<file path="src/rtl/tp_mem_pkg.sv">
// Shared types and sizes for the two-port memory read streamer.
package tp_mem_pkg;

  localparam int unsigned MEM_DEPTH = 512;
  localparam int unsigned AW        = $clog2(MEM_DEPTH);
  localparam int unsigned DW        = 16;
  localparam int unsigned LW        = AW + 1;

  typedef enum logic [1:0] {
    IDLE  = 2'd0,
    RUN   = 2'd1,
    DRAIN = 2'd2
  } state_e;

  typedef struct packed {
    logic          last;
    logic [DW-1:0] data;
  } fifo_entry_t;

endpackage

</file>
<file path="src/rtl/tp_mem_rd_fifo2.sv">
// Two-entry register FIFO holding {last, data}; head entry drives the stream directly.
module tp_mem_rd_fifo2
  import tp_mem_pkg::*;
(
  input  logic        clk,
  input  logic        rst_n,
  input  logic        push,
  input  fifo_entry_t push_entry,
  input  logic        pop,
  output fifo_entry_t head,
  output logic        valid,
  output logic [1:0]  count
);

  fifo_entry_t ent0_q, ent0_d;
  fifo_entry_t ent1_q, ent1_d;
  logic [1:0]  count_q, count_d;
  logic        valid_q, valid_d;

  // Entry 0 is always the head; a pop shifts entry 1 forward.
  always_comb begin
    ent0_d  = ent0_q;
    ent1_d  = ent1_q;
    count_d = count_q;
    case ({push, pop})
      2'b10: begin
        if (count_q == 2'd0) begin
          ent0_d  = push_entry;
          count_d = 2'd1;
        end else if (count_q == 2'd1) begin
          ent1_d  = push_entry;
          count_d = 2'd2;
        end
      end
      2'b01: begin
        if (count_q != 2'd0) begin
          ent0_d  = ent1_q;
          count_d = count_q - 2'd1;
        end
      end
      2'b11: begin
        if (count_q == 2'd2) begin
          ent0_d = ent1_q;
          ent1_d = push_entry;
        end else begin
          ent0_d  = push_entry;
          count_d = 2'd1;
        end
      end
      default: ;
    endcase
    valid_d = (count_d != 2'd0);
  end

  always_ff @(posedge clk or negedge rst_n) begin
    if (!rst_n) begin
      ent0_q  <= '0;
      ent1_q  <= '0;
      count_q <= 2'd0;
      valid_q <= 1'b0;
    end else begin
      ent0_q  <= ent0_d;
      ent1_q  <= ent1_d;
      count_q <= count_d;
      valid_q <= valid_d;
    end
  end

  assign head  = ent0_q;
  assign valid = valid_q;
  assign count = count_q;

endmodule

</file>
<file path="src/rtl/tp_mem_rd_streamer.sv">
// Burst read sequencer: issues single-cycle memory reads under credit control and
// streams the returned words out on valid/ready with a last marker.
module tp_mem_rd_streamer
  import tp_mem_pkg::*;
(
  input  logic          clk,
  input  logic          rst_n,
  input  logic          start,
  input  logic [AW-1:0] base_addr,
  input  logic [LW-1:0] len,
  output logic          busy,
  output logic          done,
  output logic          mem_rd_en,
  output logic [AW-1:0] mem_rd_addr,
  input  logic [DW-1:0] mem_rd_word,
  output logic          out_valid,
  input  logic          out_ready,
  output logic [DW-1:0] out_data,
  output logic          out_last
);

  state_e        state_q, state_d;
  logic [AW-1:0] addr_q, addr_d;
  logic [LW-1:0] issue_cnt_q, issue_cnt_d;
  logic [LW-1:0] deliver_cnt_q, deliver_cnt_d;
  logic          inflight_q, inflight_d;
  logic          busy_q, busy_d;
  logic          done_q, done_d;

  logic          pop_c;
  logic          issue_c;
  logic [2:0]    occ_c;
  logic [1:0]    fifo_count;
  fifo_entry_t   push_entry_c;
  fifo_entry_t   head;

  // Next-state, issue decision and counter updates.
  always_comb begin
    state_d       = state_q;
    addr_d        = addr_q;
    issue_cnt_d   = issue_cnt_q;
    deliver_cnt_d = deliver_cnt_q;
    issue_c       = 1'b0;
    done_d        = 1'b0;

    pop_c = out_valid & out_ready;
    // Buffered words plus the read in flight, net of the word leaving this cycle.
    occ_c = 3'(fifo_count) + 3'(inflight_q) - 3'(pop_c);

    push_entry_c.data = mem_rd_word;
    push_entry_c.last = (deliver_cnt_q == LW'(1));
    if (inflight_q) begin
      deliver_cnt_d = deliver_cnt_q - LW'(1);
    end

    case (state_q)
      IDLE: begin
        if (start && (len != '0)) begin
          state_d       = RUN;
          addr_d        = base_addr;
          issue_cnt_d   = len;
          deliver_cnt_d = len;
        end
      end
      RUN: begin
        if ((issue_cnt_q != '0) && (occ_c < 3'd2)) begin
          issue_c     = 1'b1;
          addr_d      = addr_q + AW'(1);
          issue_cnt_d = issue_cnt_q - LW'(1);
          if (issue_cnt_q == LW'(1)) begin
            state_d = DRAIN;
          end
        end
      end
      DRAIN: begin
        if (pop_c && head.last) begin
          state_d = IDLE;
          done_d  = 1'b1;
        end
      end
      default: state_d = IDLE;
    endcase

    inflight_d = issue_c;
    busy_d     = (state_d != IDLE);
  end

  always_ff @(posedge clk or negedge rst_n) begin
    if (!rst_n) begin
      state_q       <= IDLE;
      addr_q        <= '0;
      issue_cnt_q   <= '0;
      deliver_cnt_q <= '0;
      inflight_q    <= 1'b0;
      busy_q        <= 1'b0;
      done_q        <= 1'b0;
    end else begin
      state_q       <= state_d;
      addr_q        <= addr_d;
      issue_cnt_q   <= issue_cnt_d;
      deliver_cnt_q <= deliver_cnt_d;
      inflight_q    <= inflight_d;
      busy_q        <= busy_d;
      done_q        <= done_d;
    end
  end

  tp_mem_rd_fifo2 u_fifo (
    .clk        (clk),
    .rst_n      (rst_n),
    .push       (inflight_q),
    .push_entry (push_entry_c),
    .pop        (pop_c),
    .head       (head),
    .valid      (out_valid),
    .count      (fifo_count)
  );

  // Read enable depends on this cycle's pop, so it cannot be registered.
  assign mem_rd_en   = issue_c;
  assign mem_rd_addr = addr_q;
  assign busy        = busy_q;
  assign done        = done_q;
  assign out_data    = head.data;
  assign out_last    = head.last;

endmodule

</file>
<file path="config.mk">
export PLATFORM = sky130hd
export DESIGN_NAME = tp_mem_rd_streamer
export DESIGN_NICKNAME = d
export VERILOG_FILES = /design/src/rtl/tp_mem_pkg.sv /design/src/rtl/tp_mem_rd_fifo2.sv /design/src/rtl/tp_mem_rd_streamer.sv
export SDC_FILE = /design/constraint.sdc
export NUM_CORES = 1
export LEC_CHECK = 0
export ABC_AREA = 1
export BUFFER_PORTS_ARGS = -buffer_cell sky130_fd_sc_hd__buf_2
export CORE_UTILIZATION = 51
export CTS_CLUSTER_SIZE = 28
export DETAILED_ROUTE_END_ITERATION = 16
export PLACE_DENSITY_LB_ADDON = 0.08
export SYNTH_ARGS = -nofsm -noshare
export SYNTH_HDL_FRONTEND = slang
export SYNTH_HIERARCHICAL = 1
export SYNTH_SLANG_ARGS = --single-unit
</file>
<file path="constraint.sdc">
create_clock -name clk -period 1.9 [get_ports clk]
set_input_delay 0.095 -clock clk [delete_from_list [all_inputs] [get_ports clk]]
set_output_delay 0.095 -clock clk [all_outputs]
set_load 0.02 [all_outputs]
</file>
## Word-level counts from Yosys, hierarchy flattened

Cells that the tools add are included.
W data, S select, Z words.

- Output and inout port bits: 30
- Logic and storage cells: 84
- Bits of input ports: 39
- Latch bits: 0
- Bits in read-only memories: 0
- Memories: 0
- Bits in writable memories: 0
- Flip-flop bits (word level): 71

- Mux-type cells: 31
- Reduce and logical (&&, ||, !) cells: 16
- Equality and inequality tests: 16
- Order comparisons: 1
- Shift-type cells: 0
- $mul: 0
- Bitwise logic cells: 1
- Div/mod/pow operators: 0
- Add/subtract/negate cells: 6

Operators by type and width:

| operator | count |
|---|---|
| $mux W17 | 6 |
| $pmux W17 S3 | 1 |
| $mux W10 | 5 |
| $pmux W17 S2 | 1 |
| $eq A10 B1 Y1 const B | 2 |
| $pmux W10 S2 | 1 |
| $reduce_bool A10 Y1 | 2 |
| $sub A10 B1 Y10 const B | 2 |
| $mux W9 | 2 |
| $pmux W9 S2 | 1 |
| $mux W2 | 8 |
| $pmux W2 S3 | 2 |
| $reduce_bool A2 Y1 | 5 |
| $add A9 B1 Y9 const B | 1 |
| $eq A2 B2 Y1 const B | 4 |
| $ne A2 B1 Y1 const B | 4 |
| $eq A2 B1 Y1 const B | 3 |
| $ne A2 B2 Y1 const B | 3 |
| $reduce_and A3 Y1 | 2 |
| $logic_not A2 Y1 | 2 |
| $mux W1 | 4 |
| $reduce_and A4 Y1 | 1 |
| $add A2 B1 Y3 | 1 |
| $logic_and A1 B1 Y1 | 3 |
| 5 further kinds | 5 |

## Longest topological paths before layout

- Depth in word-level cells: 7
- Depth in mapped cells: 15
- Depth with buffers taken out: 14

## Cells and area by module

The synthesis kept the hierarchy.

Modules (own cells, without submodules):

| module | area an instance (µm²) | cells an instance | sequential area each (µm²) | instances |
|---|---|---|---|---|
| tp_mem_rd_streamer | 2260.9 | 337 | 850.8 | 1 |
| tp_mem_rd_fifo2 | 1936.9 | 239 | 925.9 | 1 |

## Worst setup path before layout

OpenSTA, ideal clock, no wires.

- Path kind: register to register
- Start: register u_fifo.valid_q, in the netlist u_fifo/valid
- End: register addr_q[6], in the netlist mem_rd_addr[6]
- Data required time: 1783 ps
- Data arrival time: 1970 ps
- Library setup time: 117 ps
- Slack: -187 ps
- Cell stages (with the launch flop): 13
- Cell sequence: dfrtp_1 nand2_1 nor2_1 o21ai_0 fa_1 nand2_1 nor2_1 nand3_2 nand2_2 buf_6 clkinv_4 nand2_1 nand2_1

- Word-level cells in the longest chain between the ends: 6

Ends and longest elaborated chain:

| item | line | RTL |
|---|---|---|
| start, declared | tp_mem_rd_fifo2.sv:18 | `logic valid_q, valid_d;` |
| start signal, assigned | tp_mem_rd_fifo2.sv:65 | `valid_q <= valid_d;` |
| $and A1 B1 Y1 | tp_mem_rd_streamer.sv:46 | `pop_c = out_valid & out_ready;` |
| $sub A3 B1 Y3 | tp_mem_rd_streamer.sv:48 | `occ_c = 3'(fifo_count) + 3'(inflight_q) - 3'(pop_c);` |
| $lt A3 B2 Y1 | tp_mem_rd_streamer.sv:66 | `if ((issue_cnt_q != '0) && (occ_c < 3'd2)) begin` |
| $logic_and A1 B1 Y1 | tp_mem_rd_streamer.sv:66 |  |
| $ne A2 B2 Y1 (no source line) | - |  |
| $reduce_and A3 Y1 (no source line) | - |  |
| end signal, assigned | tp_mem_rd_streamer.sv:99 | `addr_q <= addr_d;` |
| end, declared | tp_mem_rd_streamer.sv:23 | `logic [AW-1:0] addr_q, addr_d;` |

Every way passes these cells.
A chain may end at the register's enable or synchronous reset.

## Worst setup path after layout

- Start: register u_fifo.valid_q, in the netlist u_fifo/valid
- End: output port mem_rd_en

- Word-level cells in the longest chain between the ends: 6

Ends and longest elaborated chain:

| item | line | RTL |
|---|---|---|
| $and A1 B1 Y1 | tp_mem_rd_streamer.sv:46 |  |
| via pop_c | tp_mem_rd_streamer.sv:30 | `logic pop_c;` |
| $sub A3 B1 Y3 | tp_mem_rd_streamer.sv:48 |  |
| $lt A3 B2 Y1 | tp_mem_rd_streamer.sv:66 |  |
| $logic_and A1 B1 Y1 | tp_mem_rd_streamer.sv:66 |  |
| $mux W1 | tp_mem_rd_streamer.sv:66 |  |
| $mux W1 | tp_mem_rd_streamer.sv:56 | `case (state_q)` |
| end, declared | tp_mem_rd_streamer.sv:13 | `output logic mem_rd_en,` |

The timed path passes the listed nets, and every way through them passes these cells.

==> qor.csv <==
metric,value,unit
status,"complete, but fails checks",
failed_checks,negative setup slack,
root_buffer,clkbuf_8,
ys_types,32,
p_leak,2.81,nW
firstDrtPassIters,6,
hold_depth,3,
worstHoldPathType,input pin to flop,
fillerInstances,718,
start_util,0.535,
cts.htree.levels,3,
vias,3955,
antenna_found_initial,0,
syn_area,4200,µm²
stdcell_count,781,
die_area,8600,µm²
p_sw,4.03,mW
synth_top_area_share,0.423,
p_clk_frac,0.125,
vias_per_cell,5.06,
syn2layout_area_growth,22.8,%
fin_skew,0.00761,ns
post_dp_cell_area,4690,µm²
peakVddDrop,0.000773,V
critPathCaptureType,output port,
io_pins,69,
grt_pass1_vias,3862,
grt-ovfl-total,0,
min_period,2.17,ns
max-cap-violations,0,
path_common_cell,nor2_2,
hold_viol_final,0,
synth_top_cell_by_area,dfrtp_1,
grt_pass1_wl,17.0,mm
layout_setup_ws,-0.271,ns
gp_congestion,0.849,
ys_seq_area_frac,0.423,
cts.sinks,71,
clk_pin_slew,0.08,ns
synth.avg_cell_area,7.29,µm²
cts.path.max_buffers,2,
r2r_end,issue_cnt_q[1],
synth_area_leaders,"dfrtp_1, nand2_1, nand3_1",
start_kind,flop,
p_int,4.54,mW
cp_top_family,adder cells,
final_common_cell,nand2_1,
fin_util,0.657,
ys_ff_latch,71,
drc_errors,0,
io_buffers,68,
drt_iter0_drc,136,
critPathSlowestCell,fa_1,
layout.nets,726,
fmax,461,MHz
critPathMaxFanout,2,
slew_violations,0,
seq_area,1780,µm²
die-width,92.7,µm
worst_pin_slew,0.729,ns
crit_chain,"nand2_4, inv_2, nor2_2, o21ai_1, fa_1, nand2_1, nor2_2, nand3_2, buf_4, inv_4, buf_6",
cp_slowest_stage_delay,0.48,ns
hold_end,deliver_cnt_q[4],
routed_wl,9.77,mm
combPwrFrac,0.563,
power_density,1660,nW/µm²
gr-usage-all-layers,0.247,
path_buf_inv,4,
rsz0062_at_grt,yes,
hold_slack,0.0213,ns
rows,32,
hpwl,6.77,mm
antenna-diode-count,0,
dieHeight,92.7,µm
grt_start_max_net_pins,31,
worstSetupPathType,flop to output port,
wl_per_cell,12.5,µm
rr_worst_depth,14,
clk_latency,0.35,ns
drtAntennaViolNets,0,
cts_inserted_buffers,9,
fin_area,5150,µm²
multi_input_area,2080,µm²
pre_cts_ws,-0.123,ns
hold_start,len[4],
maxSlewHeadroom,0.514,
dp.cells,742,
required,1.80,ns
finalCritPeriodShare,1.14,
final_cell_mix,"nand2_1, nand3_1, dfrtp_1",
setup_viol,20,
reg2reg_slack,-0.24,ns
p_sw_frac,0.470,
drive_gt1_frac,0.200,
syn-num-nets,628,
syn_inst,576,
coreArea,7850,µm²
cts_tree,yes,
r2r_start,u_fifo/valid,
worstPathArrival,2.08,ns
sequentialPowerShare,0.312,
yosysWarnings,6,
==> Yosys cell counts <==
cell type  instances
fa_1               1
nand3b_1           2
nor2_4             1
dfrtp_1           71
inv_1             51
nand3_1           84
buf_2             11
o21ai_0           22
ha_1              12
or2_2              1
inv_4              1
nor2_2             1
o211ai_1           1
nor2_1            35
o21ai_1           10
nand2_2            2
a31oi_1            2
nand4_1            9
o21bai_1           3
buf_4              4
a21oi_1            1
o21bai_4           1
nand2_1          226
nand3_2            2
xor2_1             4
clkinv_4           1
nand3_4            2
inv_2              5
nand2_4            2
buf_6              6
nand4_4            1
nor3_1             1
==> power groups by stage <==
| stage | sequential [mW] | combinational (mW) | clock, mW |
|---|---|---|---|
| 6_report | 2.67 | 4.82 | 1.07 |
| 5_1_grt | 2.76 | 5.48 | 1.16 |
| 4_1_cts | 2.66 | 4.80 | 1.11 |
| 3_5_place_dp | 2.68 | 4.35 | 0 |
| 3_3_place_gp | 2.67 | 4.21 | 0 |
| 2_1_floorplan | 2.93 | 2.94 | 0 |
==> cell type report <==
| cell class | instances | share of cell area |
|---|---|---|
| Tap cell | 102 | 0.0248 |
| Clock buffer | 9 | 0.0240 |
| Clock inverter | 7 | 0.00947 |
| Inverter | 58 | 0.0456 |
| Multi-Input combinational cell | 426 | 0.404 |
| Sequential cell | 71 | 0.345 |
| Timing Repair Buffer | 108 | 0.147 |
==> stage by stage <==
step	power (mW)	TNS (ns)
floorplan	5.87	-0.648
global placement	6.88	-0.941
detailed placement	7.03	-1.87
CTS	8.57	-4.40
global route	9.40	-6.63
finish	8.57	-4.41
==> sequential cells by signal, indices dropped and copies added (netlist names) <==
name           flops
state_q            2
u_fifo/ent1_q     17
u_fifo/count       2
mem_rd_addr        9
busy               1
issue_cnt_q       10
u_fifo/head       17
u_fifo/valid       1
deliver_cnt_q     10
done               1
inflight_q         1
==> how the worst max path moves through the flow <==
stage                       from             end  depth (start not counted)
global placement    u_fifo/valid  issue_cnt_q[9]                         12
finish              u_fifo/valid       mem_rd_en                         11
floorplan           u_fifo/valid  mem_rd_addr[6]                         13
detailed placement  u_fifo/valid  issue_cnt_q[1]                         12
global route        u_fifo/valid  issue_cnt_q[5]                         14
CTS                 u_fifo/valid       mem_rd_en                         11
==> kinds of logic (layout without fill, tap and decap cells) <==
logic type               Yosys count  count (layout)  share of synthesized area
AND/OR/NAND/NOR                  369             369                      0.384
buffers and inverters             79             182                     0.0900
flip-flops                        71              71                      0.423
AO/OA/AOI/OAI                     40              40                     0.0539
adder cells (fa/ha/maj)           13              13                     0.0405
XOR/XNOR                           4               4                    0.00834
==> layer usage <==
metal  GRT usage  wire, µm  vias up
li1            -         -     2029
met1       0.312      4550     1820
met2       0.426      4670       94
met3      0.0386       418       12
met4      0.0936       132        0
met5           0         0        -
==> worst min-delay path, stage by stage <==
cell	delay, ns
buf_2	0.10
o21ai_0	0.08
inv_1	0.05
==> repair_timing <==
action	in CTS	in global routing
hold buffers	19	0
setup buffers	3	0
pin swaps	1	3
endpoints found under the setup margin	21	23
gates cloned	1	0
endpoints found under the hold margin	45	0
gates resized for setup	11	6
No activity file was read; power rests on OpenSTA's default activity.
